===== config.mk =====
export PLATFORM = sky130hd
export DESIGN_NAME = header_checker_mc
export DESIGN_NICKNAME = d
export VERILOG_FILES = /design/src/rtl/header_checker_mc.sv
export SDC_FILE = /design/constraint.sdc
export NUM_CORES = 1
export LEC_CHECK = 0
export ABC_AREA = 1
export CAP_MARGIN = 20
export CORE_ASPECT_RATIO = 0.9
export CORE_MARGIN = 4
export CORE_UTILIZATION = 45
export DETAILED_ROUTE_END_ITERATION = 6
export HOLD_SLACK_MARGIN = 0.15
export PLACE_DENSITY = 0.72
export SLEW_MARGIN = 20
export SYNTH_ARGS = -nofsm -noshare
export SYNTH_HDL_FRONTEND = slang
export SYNTH_SLANG_ARGS = --single-unit

===== constraint.sdc =====
create_clock -name clk -period 3.54 [get_ports clk]
set_clock_uncertainty 0.1 [all_clocks]
set_input_delay 0.708 -clock clk [delete_from_list [all_inputs] [get_ports clk]]
set_output_delay 0.708 -clock clk [all_outputs]
set_load 0.05 [all_outputs]

===== src/rtl/header_checker_mc.sv =====
// rtl/header_checker_mc.sv - multi-channel event/spill package header checker
// Optional first-error capture outputs are enabled by defining HDRCHK_FIRST_ERR_EN.
module header_checker_mc #(
  parameter int N_CH        = 4,
  parameter int EVTNO_W     = 16,
  parameter int SPILLNO_W   = 10,
  parameter int CNT_W       = 8,
  parameter int EVTNO_START = 1,
  parameter int RESYNC      = 0,
  localparam int CH_W       = (N_CH > 1) ? $clog2(N_CH) : 1
) (
  input  logic                      clk,
  input  logic                      rst,
  input  logic                      live_rising,
  input  logic [SPILLNO_W-1:0]      exp_spillno,
  input  logic [N_CH-1:0]           pkg_valid,
  input  logic [N_CH*EVTNO_W-1:0]   pkg_evtno,
  input  logic [N_CH*SPILLNO_W-1:0] pkg_spillno,
  input  logic                      err_clear,
  output logic [N_CH-1:0]           evtno_err,
  output logic [N_CH-1:0]           spillno_err,
  output logic [N_CH-1:0]           evtno_err_sticky,
  output logic [N_CH-1:0]           spillno_err_sticky,
  output logic [N_CH*CNT_W-1:0]     err_cnt,
`ifdef HDRCHK_FIRST_ERR_EN
  output logic                      first_err_valid,
  output logic [CH_W-1:0]           first_err_ch,
  output logic [EVTNO_W-1:0]        first_err_evtno,
`endif
  output logic [N_CH-1:0]           armed
);

  localparam logic [EVTNO_W-1:0] START = EVTNO_W'(EVTNO_START);
  localparam logic               IDLE  = 1'b0;
  localparam logic               ARMED = 1'b1;

  logic [N_CH-1:0] state_q;
  logic [N_CH-1:0] state_d;
  logic [N_CH-1:0] mis_vec;
  logic            clr_any;

  assign clr_any = live_rising | err_clear;

  always_ff @(posedge clk or posedge rst) begin
    if (rst) state_q <= '0;
    else     state_q <= state_d;
  end

  always_comb begin
    state_d = state_q;
    for (int i = 0; i < N_CH; i++) begin
      case (state_q[i])
        IDLE:    if (live_rising) state_d[i] = ARMED;
        default: state_d[i] = ARMED;
      endcase
    end
  end

  always_comb begin
    armed = '0;
    for (int i = 0; i < N_CH; i++) armed[i] = (state_q[i] == ARMED);
  end

  for (genvar i = 0; i < N_CH; i++) begin : g_ch
    logic [EVTNO_W-1:0]   pkg_ev;
    logic [SPILLNO_W-1:0] pkg_sp;
    logic [EVTNO_W-1:0]   exp_q;
    logic [EVTNO_W-1:0]   exp_base;
    logic [CNT_W-1:0]     cnt_q;
    logic [CNT_W-1:0]     cnt_base;
    logic                 check;
    logic                 ev_mis;
    logic                 sp_mis;
    logic                 ev_err_q;
    logic                 sp_err_q;
    logic                 ev_st_q;
    logic                 sp_st_q;

    assign pkg_ev = pkg_evtno[i*EVTNO_W +: EVTNO_W];
    assign pkg_sp = pkg_spillno[i*SPILLNO_W +: SPILLNO_W];
    // A package arriving with live_rising is checked as the first of the new spill.
    assign check    = pkg_valid[i] & ((state_q[i] == ARMED) | live_rising);
    assign exp_base = live_rising ? START : exp_q;
    assign ev_mis   = check & (pkg_ev != exp_base);
    assign sp_mis   = check & (pkg_sp != exp_spillno);
    assign cnt_base = clr_any ? '0 : cnt_q;

    always_ff @(posedge clk or posedge rst) begin
      if (rst) begin
        exp_q    <= START;
        ev_err_q <= 1'b0;
        sp_err_q <= 1'b0;
        ev_st_q  <= 1'b0;
        sp_st_q  <= 1'b0;
        cnt_q    <= '0;
      end else begin
        if (check) begin
          ev_err_q <= ev_mis;
          sp_err_q <= sp_mis;
          exp_q    <= ((RESYNC != 0) && ev_mis) ? pkg_ev + 1'b1 : exp_base + 1'b1;
        end else if (live_rising) begin
          ev_err_q <= 1'b0;
          sp_err_q <= 1'b0;
          exp_q    <= START;
        end
        ev_st_q <= (ev_st_q & ~clr_any) | ev_mis;
        sp_st_q <= (sp_st_q & ~clr_any) | sp_mis;
        if ((ev_mis | sp_mis) && (cnt_base != {CNT_W{1'b1}})) cnt_q <= cnt_base + 1'b1;
        else                                                  cnt_q <= cnt_base;
      end
    end

    assign mis_vec[i]                    = ev_mis | sp_mis;
    assign evtno_err[i]                  = ev_err_q;
    assign spillno_err[i]                = sp_err_q;
    assign evtno_err_sticky[i]           = ev_st_q;
    assign spillno_err_sticky[i]         = sp_st_q;
    assign err_cnt[i*CNT_W +: CNT_W]     = cnt_q;
  end

`ifdef HDRCHK_FIRST_ERR_EN
  logic [CH_W-1:0]    sel_ch;
  logic [EVTNO_W-1:0] sel_ev;

  // Scan downwards so the lowest erroring channel is the one left selected.
  always_comb begin
    sel_ch = '0;
    sel_ev = '0;
    for (int i = N_CH - 1; i >= 0; i--) begin
      if (mis_vec[i]) begin
        sel_ch = CH_W'(i);
        sel_ev = pkg_evtno[i*EVTNO_W +: EVTNO_W];
      end
    end
  end

  always_ff @(posedge clk or posedge rst) begin
    if (rst) begin
      first_err_valid <= 1'b0;
      first_err_ch    <= '0;
      first_err_evtno <= '0;
    end else if ((|mis_vec) && (clr_any || !first_err_valid)) begin
      first_err_valid <= 1'b1;
      first_err_ch    <= sel_ch;
      first_err_evtno <= sel_ev;
    end else if (clr_any) begin
      first_err_valid <= 1'b0;
      first_err_ch    <= '0;
      first_err_evtno <= '0;
    end
  end
`endif

endmodule


# == Word-level counts from Yosys, hierarchy flattened ==
# Cells that the tools add are included.
# word_totals
regBits,116
in_bits,122
output_inout_bits,52
elab_cells,121
# classes
addsub,8
n_eq_ne,12
n_mux,30
bitwise_logic,38
n_reduce_logical,8
# op_table
cell,count
16-bit 2-to-1 mux,8
16-bit by 1-bit adder with 16-bit output (second input constant),4
8-bit 2-to-1 mux,8
16-bit inequality test,4
10-bit inequality test,4
8-bit by 1-bit adder with 8-bit output (second input constant),4
8-bit inequality test (second input constant),4
1-bit bitwise AND,20
1-bit OR,17
1-bit 2-to-1 mux,14
2-bit nonzero test,4
1-bit logical AND,4
1-bit inverter,1

# == Longest topological paths before layout ==
# logic_depth
ltp_word,6
depth_mapped,16
depth_no_buf,14

# == Worst setup path after synthesis ==
# No wires, ideal clock.
# synth_path
kind,input-to-reg
start,in live_rising
end,reg g_ch[0].cnt_q[5]
setup_ps,66
t_arrival_ps,2467
required_ps,3374
slack_ps,907
path_stages,16
n_path_buf,4
path_cell_list,inv_2 buf_6 buf_6 nand2_4 buf_6 buf_6 nor2_2 ha_1 nand2_1 nor2_1 nand2_1 nor2_1 nand2_1 nand2_4 nand2_1 nand2_1
# synth_via
elab_chain_cells,6
elab_cells_between_ends,13
classes_between,add/sub: 1; eq/ne: 2; mux: 3; bitwise: 6; reduce/logical: 1
# synth_lines
element,line,source
start: declaration,14,"input logic live_rising,"
"parallel branches: the longest is 5 deep, another holds 8-bit by 1-bit adder with 8-bit output",-,
8-bit 2-to-1 mux *,108,if ((ev_mis | sp_mis) && (cnt_base != {CNT_W{1'b1}})) cnt_q <= cnt_base + 1'b1;
end signal: assignment,108,
end signal: assignment,109,else cnt_q <= cnt_base;
end: declaration,69,logic [CNT_W-1:0] cnt_q;
# Mark *: on every way between the ends.
# A chain may end at the register's enable or synchronous reset.

# == Worst setup path in the final report ==
# layout_path
start,in live_rising
end,reg g_ch[3].cnt_q[0]
# layout_via
elab_chain_cells,6
elab_cells_between_ends,13
classes_between,add/sub: 1; eq/ne: 2; mux: 3; bitwise: 6; reduce/logical: 1
# layout_lines
element,line
"parallel branches: the longest is 5 deep, another holds 8-bit by 1-bit adder with 8-bit output",-
8-bit 2-to-1 mux *,108
end signal: assignment,108
end signal: assignment,109
end: declaration,69
# Marks and branches as above.

==> impl_metrics.json <==
{
  "synth_area_leader_cell": "dfrtp_1",
  "die_h_um": 136,
  "drt_pass1_iterations": 4,
  "critPathBufInv": 3,
  "max-vdd-ir-drop_mv": 0.300,
  "wl_per_cell_um": 13.8,
  "finalSetupViolCount": 0,
  "endpoint_kind": "flop",
  "syn2layout_area_growth_pct": 31.3,
  "synth-edff-count": 0,
  "synth-main-ff-cell": "dfrtp_1",
  "drive_gt1_share_pct": 8.03,
  "seq_area_frac_synth_pct": 35.5,
  "dp_hpwl_mm": 17.0,
  "timing.setup.tns_ns": 0,
  "cts-buffers-inserted": 17,
  "fin_ws_ns": 0.487,
  "crit_top_cell": "nand2_1",
  "post_cts_resized": 0,
  "row_count": 46,
  "path_class": "in -> reg",
  "cp_data_required_time_ns": 3.79,
  "layout_min_cycle_time_ns": 3.05,
  "drt_first_iter_violations": 355,
  "cp_slowest_cell": "clkdlybuf4s50_1",
  "drcViolationCount": 0,
  "rsz0062_at_grt": "no",
  "yosysTopAreaCellShare_pct": 34.2,
  "htreeDepth": 4,
  "async_flop_share_pct": 100,
  "finalInstanceArea_um2": 10800,
  "clk_pin_slew_ns": 0.06,
  "cts_buffer_depth": 2,
  "dp_slack_ns": 0.133,
  "synth_area_um2": 8190,
  "worst-r2r-cell-count": 9,
  "cts_tree": "done",
  "grt_pass1_wl_mm": 36.4,
  "cts.sinks": 116,
  "io_buffer_count": 173,
  "status": "finished clean",
  "tightest_slew_ns": 1.07,
  "fin_nets": 1474,
  "netlist_top_cells_count": "nand2_1, nor2_1, inv_1",
  "grt_max_degree": 49,
  "holdWs_ns": 0.379,
  "finalCritPeriodShare_pct": 86.2,
  "avgViaCountPerCell": 4.89,
  "place.gp.congestion": 0.890,
  "grt_pass1_vias": 7617,
  "maxSlewViolCount": 0,
  "p_leak_uw": 0.00521,
  "crit_chain": "clkdlybuf4s50_1 -> buf_4 -> nor2_4 -> nand2_1 -> inv_1 -> ha_1 -> nand2_1 -> nor2_2 -> nand2_1 -> nor2_1 -> nand2_1 -> nand2_2 -> nand2_1 -> nand2_1",
  "cp_max_fo": 15,
  "initial_core_util_pct": 46.2,
  "clk_latency_ns": 0.41,
  "finalHoldViolCount": 0,
  "ys_ff_latch": 116,
  "die_w_um": 150,
  "grt_usage_pct": 22.3,
  "critPathMaxStageDelay_ns": 0.46,
  "cts_root_buffer": "clkbuf_16",
  "vias": 7802,
  "synth_area_leaders": "dfrtp_1, nand2_1, xor2_1",
  "slew_headroom_pct": 27.9,
  "io_pins": 174,
  "min_path_type": "reg -> reg",
  "synth.most_common_cell": "nand2_1",
  "cpLargestDelayFamily": "simple AND/OR/NAND/NOR gates",
  "antennaDiodeCount": 0,
  "path_depth": 14,
  "synth_nets": 1306,
  "final_util_pct": 60.7,
  "startpoint_type": "primary input",
  "die_area_um2": 20400,
  "synthDistinctLibCells": 40,
  "postPlaceCellArea_um2": 10100,
  "critPathArrivalTime_ns": 3.30,
  "antenna_found_initial": 0,
  "fill_cells": 1637,
  "yosys_warnings": 0,
  "synth_cells": 1176,
  "grt_remaining_overflow": 0,
  "core_um2": 17700,
  "wl_mm": 22.1,
  "antenna_left": 0,
  "fmax_mhz": 328,
  "whs_path_depth": 2,
  "avgSynthCellArea_um2": 6.97,
  "hold_buffers": 0,
  "power_density_nw_per_um2": 370,
  "maxCapViolCount": 0,
  "post-cts-setup-buffer-count": 0
}
-- cells in the final DEF, fill, tap and decap left out, drive strengths merged, types with 8 or more instances in the layout --
| cell | count |
|---|---|
| nand3b | 32 |
| dfrtp | 112 |
| xnor2 | 21 |
| xor2 | 69 |
| inv | 128 |
| clkdlybuf4s50 | 173 |
| nand2 | 439 |
| buf | 15 |
| ha | 8 |
| nor3 | 17 |
| nand4 | 16 |
| nand3 | 79 |
| clkbuf | 23 |
| o21ai | 29 |
| nor2 | 159 |
-- kinds of logic (layout without fill, tap and decap cells) --
kind of cell / count (synthesis) / count (layout) / share of synthesized area (%)
AND/OR/NAND/NOR: 750 / 750 / 41.0
buffers and inverters: 169 / 350 / 9.73
flip-flops: 116 / 116 / 35.5
XOR/XNOR: 90 / 90 / 9.62
AO/OA/AOI/OAI: 43 / 43 / 2.93
adder cells (fa/ha/maj): 8 / 8 / 1.22
-- sequential cells by signal, summed over array words and instances (netlist names) --
name and cells:
g_ch.exp_q 64, g_ch.ev_err_q 4, g_ch.ev_st_q 4, g_ch.sp_st_q 4, g_ch.sp_err_q 4, armed 4, g_ch.cnt_q 32
-- worst reg2reg max path, cell delays in order (launching register included) --
cell	delay [ns]
dfstp_2	0.54
nor2_1	0.06
inv_1	0.13
ha_1	0.18
nand2_1	0.11
nor3_2	0.24
nand3_2	0.13
nor2_1	0.18
nand2_1	0.10
xor2_1	0.16
-- through the flow --
step / std cells / power, uW
after floorplan: 1176 / 1790
after global placement: 1565 / 2040
after detailed placement: 1565 / 2050
after CTS: 1597 / 4010
after global routing: 1597 / 4140
final: 1597 / 3970
-- per-layer routing --
layer,vias to the layer above,track usage [%],part of all wire (%)
li1,3976,-,-
met1,3579,28.1,44
met2,223,37.7,47
met3,24,6.50,7.1
met4,0,5.59,1.5
met5,-,0,0
-- worst paths after layout --
path,startpoint,to,slack [ns]
worst max-delay path,live_rising,g_ch[3].cnt_q[0],0.49
worst min-delay path,g_ch[1].ev_st_q,g_ch[1].ev_st_q,0.38
worst max register to register,g_ch[0].exp_q[0],g_ch[0].exp_q[12],1.49
worst min register to register,g_ch[1].ev_st_q,g_ch[1].ev_st_q,0.38
max in group asynchronous,rst,g_ch[0].exp_q[0],1.90
min in group asynchronous,rst,g_ch[3].exp_q[15],0.68
-- final cells by class --
class / instances / area (um^2) / area share [%]
repair buffers: 188 / 1910 / 17.7
multi-input cells: 891 / 4490 / 41.7
clock buffers: 23 / 488 / 4.54
well taps: 240 / 300 / 2.79
clock inverters: 9 / 173 / 1.61
flip-flops and latches: 116 / 2910 / 27.0
inverters: 130 / 493 / 4.58
-- report_power, final --
group / internal, uW / switching, uW
logic: 268 / 352
registers: 1380 / 28.6
clock network: 1320 / 629
(Power assumes the default switching activity.)
